===== src/rtl/ras_spec_stack.sv =====
// Speculative return-address stack with a committed shadow copy and an in-order queue
// of pending actions, so a squash can roll the speculative stack back to committed state.
module ras_spec_stack #(
    parameter int DEPTH      = 16,
    parameter int WIDTH      = 32,
    parameter int PEND_DEPTH = 8,
    parameter bit OVF_WRAP   = 1'b1
) (
    input  logic                            clk,
    input  logic                            reset,
    input  logic                            trigger,
    input  logic                            push_i,
    input  logic                            pop_i,
    input  logic [WIDTH-1:0]                data_i,
    output logic                            ready_o,
    input  logic                            commit,
    input  logic                            squash,
    output logic [WIDTH-1:0]                top_o,
    output logic                            valid_o,
    output logic [$clog2(DEPTH+1)-1:0]      spec_count_o,
    output logic [$clog2(DEPTH+1)-1:0]      cmt_count_o,
    output logic [$clog2(PEND_DEPTH+1)-1:0] pend_count_o,
    output logic                            overflow_o,
    output logic                            underflow_o
);
    localparam int PW  = $clog2(DEPTH);
    localparam int CW  = $clog2(DEPTH+1);
    localparam int QW  = $clog2(PEND_DEPTH);
    localparam int PCW = $clog2(PEND_DEPTH+1);

    typedef enum logic [1:0] {OP_NOP, OP_PUSH, OP_POP, OP_REPL} op_t;

    logic [WIDTH-1:0] spec_arr [DEPTH];
    logic [WIDTH-1:0] cmt_arr  [DEPTH];
    logic [PW-1:0]    spec_ptr, cmt_ptr;
    logic [CW-1:0]    spec_cnt, cmt_cnt;

    op_t              q_op   [PEND_DEPTH];
    logic [WIDTH-1:0] q_data [PEND_DEPTH];
    logic [QW-1:0]    q_wr, q_rd;
    logic [PCW-1:0]   pend_cnt;
    logic             ovf_q, unf_q;

    logic             accept, do_commit;
    op_t              new_op, spec_op, cmt_op;
    logic             ovf_n, unf_n;
    logic [PW-1:0]    spec_ptr_n, cmt_ptr_n;
    logic [CW-1:0]    spec_cnt_n, cmt_cnt_n;
    logic             spec_we, cmt_we;
    logic [WIDTH-1:0] cmt_data;

    assign ready_o   = (pend_cnt != PCW'(PEND_DEPTH));
    assign accept    = trigger && ready_o && !squash;
    assign do_commit = commit && (pend_cnt != '0);

    // Classify the incoming action against the current speculative occupancy.
    always_comb begin
        new_op = OP_NOP;
        ovf_n  = 1'b0;
        unf_n  = 1'b0;
        if (pop_i && !push_i) begin
            if (spec_cnt != '0) new_op = OP_POP;
            else                unf_n  = 1'b1;
        end else if (push_i && pop_i && spec_cnt != '0) begin
            new_op = OP_REPL;
        end else if (push_i) begin
            if (spec_cnt != CW'(DEPTH)) begin
                new_op = OP_PUSH;
            end else begin
                ovf_n  = 1'b1;
                new_op = OVF_WRAP ? OP_PUSH : OP_NOP;
            end
        end
    end

    assign spec_op  = accept ? new_op : OP_NOP;
    assign cmt_op   = do_commit ? q_op[q_rd] : OP_NOP;
    assign cmt_data = q_data[q_rd];

    // Both stacks share one update rule; the write address is always the new top.
    always_comb begin
        spec_ptr_n = spec_ptr;
        spec_cnt_n = spec_cnt;
        case (spec_op)
            OP_PUSH: begin
                spec_ptr_n = spec_ptr + PW'(1);
                spec_cnt_n = (spec_cnt == CW'(DEPTH)) ? spec_cnt : spec_cnt + CW'(1);
            end
            OP_POP: begin
                spec_ptr_n = spec_ptr - PW'(1);
                spec_cnt_n = (spec_cnt == '0) ? spec_cnt : spec_cnt - CW'(1);
            end
            default: ;
        endcase
    end

    always_comb begin
        cmt_ptr_n = cmt_ptr;
        cmt_cnt_n = cmt_cnt;
        case (cmt_op)
            OP_PUSH: begin
                cmt_ptr_n = cmt_ptr + PW'(1);
                cmt_cnt_n = (cmt_cnt == CW'(DEPTH)) ? cmt_cnt : cmt_cnt + CW'(1);
            end
            OP_POP: begin
                cmt_ptr_n = cmt_ptr - PW'(1);
                cmt_cnt_n = (cmt_cnt == '0) ? cmt_cnt : cmt_cnt - CW'(1);
            end
            default: ;
        endcase
    end

    assign spec_we = (spec_op == OP_PUSH) || (spec_op == OP_REPL);
    assign cmt_we  = (cmt_op == OP_PUSH) || (cmt_op == OP_REPL);

    always_ff @(posedge clk) begin
        if (reset) begin
            spec_ptr <= '0;
            spec_cnt <= '0;
            cmt_ptr  <= '0;
            cmt_cnt  <= '0;
            q_wr     <= '0;
            q_rd     <= '0;
            pend_cnt <= '0;
            ovf_q    <= 1'b0;
            unf_q    <= 1'b0;
        end else begin
            cmt_ptr <= cmt_ptr_n;
            cmt_cnt <= cmt_cnt_n;
            ovf_q   <= accept && ovf_n;
            unf_q   <= accept && unf_n;
            if (squash) begin
                spec_ptr <= cmt_ptr_n;
                spec_cnt <= cmt_cnt_n;
                q_wr     <= '0;
                q_rd     <= '0;
                pend_cnt <= '0;
            end else begin
                spec_ptr <= spec_ptr_n;
                spec_cnt <= spec_cnt_n;
                if (accept)    q_wr <= q_wr + QW'(1);
                if (do_commit) q_rd <= q_rd + QW'(1);
                pend_cnt <= pend_cnt + PCW'(accept) - PCW'(do_commit);
            end
        end
    end

    // Storage arrays need no reset; a squash rebuilds spec from the post-commit image.
    always_ff @(posedge clk) begin
        if (!reset) begin
            if (cmt_we) cmt_arr[cmt_ptr_n] <= cmt_data;
            if (squash) begin
                spec_arr <= cmt_arr;
                if (cmt_we) spec_arr[cmt_ptr_n] <= cmt_data;
            end else if (spec_we) begin
                spec_arr[spec_ptr_n] <= data_i;
            end
            if (accept) begin
                q_op[q_wr]   <= new_op;
                q_data[q_wr] <= data_i;
            end
        end
    end

    assign valid_o      = (spec_cnt != '0);
    assign top_o        = valid_o ? spec_arr[spec_ptr] : '0;
    assign spec_count_o = spec_cnt;
    assign cmt_count_o  = cmt_cnt;
    assign pend_count_o = pend_cnt;
    assign overflow_o   = ovf_q;
    assign underflow_o  = unf_q;
endmodule


===== config.mk =====
export PLATFORM = sky130hd
export DESIGN_NAME = ras_spec_stack
export DESIGN_NICKNAME = d
export VERILOG_FILES = /design/src/rtl/ras_spec_stack.sv
export SDC_FILE = /design/constraint.sdc
export NUM_CORES = 2
export LEC_CHECK = 0
export ABC_AREA = 1
export CORE_MARGIN = 5
export CORE_UTILIZATION = 45
export DETAILED_ROUTE_END_ITERATION = 10
export GPL_ROUTABILITY_DRIVEN = 0
export PLACE_DENSITY_LB_ADDON = 0.15
export SYNTH_ARGS = -nofsm -noshare
export SYNTH_HDL_FRONTEND = slang
export SYNTH_SLANG_ARGS = --single-unit

===== constraint.sdc =====
create_clock -name clk -period 14.7 [get_ports clk]
set_clock_uncertainty 0.15 [all_clocks]
set_input_delay 2.94 -clock clk [delete_from_list [all_inputs] [get_ports clk]]
set_output_delay 2.94 -clock clk [all_outputs]
set_load 0.05 [all_outputs]

==> reports/qor.yml <==
logic_synthesis:
  synth_top_area_share_pct: 57.90
  synth_cell_type_count: 40
  synth-seq-cells: 1329
  synthTopCellsByArea: "edfxtp_1 (58%), nand3_1 (9.5%), o21bai_1 (5.7%), and2_1 (4.8%), nand2_1 (4.5%)"
  synth_most_common_cell: "edfxtp_1"
  synth_area_leader_cell: "edfxtp_1"
  syn_nets: 6709
  ys_async_sr_fraction_pct: 0
  syn_inst: 6649
  synthesis.area_um2: 67220
  yosys-top-cells-count: "edfxtp_1 (1,296), nand3_1 (1,275), nand2_1 (802)"
  synth-main-ff-cell: "edfxtp_1"
  avgSynthCellArea_um2: 10.11
  ys_seq_area_share_pct: 58.88
  yosys_warnings: 0
  synth_edf_count: 1296
timing:
  tns_ns: 0
  worst_slew_margin_rel_pct: 6.246
  post-route-period-util_pct: 61.01
  fin_ws_ns: 5.732
  drv_slew: 0
  setup_viol: 0
  timing.final.hold_violations: 0
  worst_pin_slew_ns: 1.401
  rsz0062_at_grt: "no"
  finalCriticalPeriod_ns: 8.968
  fmax_mhz: 111.5
cts:
  h-tree-depth: 4
  cts.sinks: 1329
  cts_resized: 0
  insertion_delay_ns: 0.79
  root_buffer: "clkbuf_16"
  numCtsBuffers: 149
  cts_tree: "built"
  post_cts_buffers: 0
  clockBufferDepth: 3
  ctsHoldBuffers: 0
  path_clk_slew_ns: 0.06
worst_hold_path:
  min_path_type: "flop to flop"
  min_from: "q_rd[2]"
grt:
  grt-ovfl-total: 0
  antenna_found_initial: 8
  grt_pass1_vias: 52010
  grt_usage_pct: 29.88
  grt_max_degree: 157
  grt_pass1_wl_mm: 352.4
drt:
  num_vias: 53771
  vias_per_cell: 6.358
  drc: 0
  wirelength_mm: 240.4
  routedWlPerCell_um: 28.42
  drtIter0Drc: 6252
  firstDrtPassIters: 6
  antenna_left: 0
floorplanning:
  die_width_um: 396.5
  start_util_pct: 45.36
  die_h_um: 396.5
  die_area_um2: 157200
  fp.coreArea_um2: 148200
  ios: 89
  rows: 141
cells_and_area:
  layout.nets: 6470
  drive_gt1_share_pct: 7.095
  final_area_um2: 73880
  synthToLayoutAreaGrowth_pct: 9.920
  final_cells: 8457
setup_path:
  crit_fanout: 47
  cp-start-kind: "flop"
  crit_arrival_ns: 5.88
  crit_start: "spec_ptr[2]"
  crit_required_ns: 11.61
  rr_startpoint: "spec_count_o[2]"
  cp-end-kind: "output port"
  path_class: "flop to output port"
job:
  drv_cap: 0
placement:
  dp_hpwl_mm: 127.5
  port_buffers: 88
  dpl_cell_area_um2: 69170
  dp_cells: 8189
  dp_slack_ns: 5.418
power:
  peakVddDrop_mv: 0.1514
  leakagePower_nw: 25.59
  powerDensity_nw_per_um2: 148.0
status:
  status: "completed"
-- cells in the final DEF, fill, tap and decap left out, types with 5 or more instances in the layout --
master              n
clkdlybuf4s50_1    87
ha_1               19
inv_1             100
dfxtp_4             6
edfxtp_1         1296
clkinv_1           34
dfxtp_1            27
o221ai_1           85
nand3_1          1273
bufinv_16          11
clkbuf_1           35
o22ai_1            81
and2_1            513
o21ai_0           426
buf_12              5
o21bai_1          512
nand2_2            13
o21ai_2            34
clkbuf_16         155
xnor2_1             5
o211ai_1           36
nor2_2              8
nand2_1           789
clkinv_2           21
xor2_1              8
buf_4             141
nor2_1            521
nand4_1           168
a21oi_1            40
nor2_4             22
o21ai_4             7
inv_6               7
-- cell families after synthesis --
family          after synthesis  synth area share [%]
compound gates             1227                 12.01
xor+xnor                     15                0.2178
fa+ha+maj                    21                0.4133
buf+inv                     737                 4.918
flops                      1329                 58.88
simple gates               3320                 23.56
-- report_power, final --
group          switching, W  internal, W
Sequential        0.0000919      0.00441
Clock               0.00157      0.00212
Combinational       0.00221     0.000531
-- flip-flops by register name (all words and copies together), names as in the netlist, named ones only --
name	cells
q_data	256
q_rd	3
underflow_o	1
cmt_count_o	5
q_wr	3
spec_count_o	5
spec_arr	512
overflow_o	1
q_op	16
spec_ptr	4
cmt_arr	512
pend_count_o	4
cmt_ptr	4
-- critical path: stages (launching register included) --
cell,delay [ns]
dfxtp_4,1.05
clkinv_2,1.11
buf_4,0.64
o221ai_1,0.20
nand3_1,0.12
a21oi_1,0.84
clkdlybuf4s50_1,1.04
-- layer usage --
metal  up-vias  GRT usage [%]  share of wire (%)
li1      23461              -                  -
met1     26577          40.04                 39
met2      3172          48.34                 46
met3       559          6.598                 11
met4         2          10.11                3.5
met5         -              0             0.0071
-- per-stage QoR --
| stage | power [W] | hold slack (ns) | util (%) |
|---|---|---|---|
| floorplan | 0.006188 | 0.2831 | - |
| global route | 0.01126 | 0.3417 | 49.85 |
| global placement | 0.007220 | 0.2894 | 46.68 |
| CTS | 0.01090 | 0.3166 | 49.85 |
| finish | 0.01093 | 0.3159 | 49.86 |
| detailed placement | 0.007240 | 0.3121 | 46.68 |
-- worst paths after layout --
check        cells after the start      endpoint  slack, ns
max                              6     top_o[13]       5.73
min                              2          flop       0.32
max reg2reg                     25  spec_arr[41]       7.65
min reg2reg                      2          flop       0.32
-- final cells by class --
| type | instances | area [um^2] |
|---|---|---|
| antenna | 1 | 2.502 |
| sequential | 1329 | 39600 |
| inverter | 113 | 451.7 |
| clock inverter | 77 | 699.4 |
| fill | 13350 | 74310 |
| clock buffer | 190 | 4010 |
| timing repair buffer | 234 | 2044 |
| tap | 1930 | 2415 |
| multi-input combinational | 4583 | 24660 |
No activity file was read; power rests on OpenSTA's default activity.
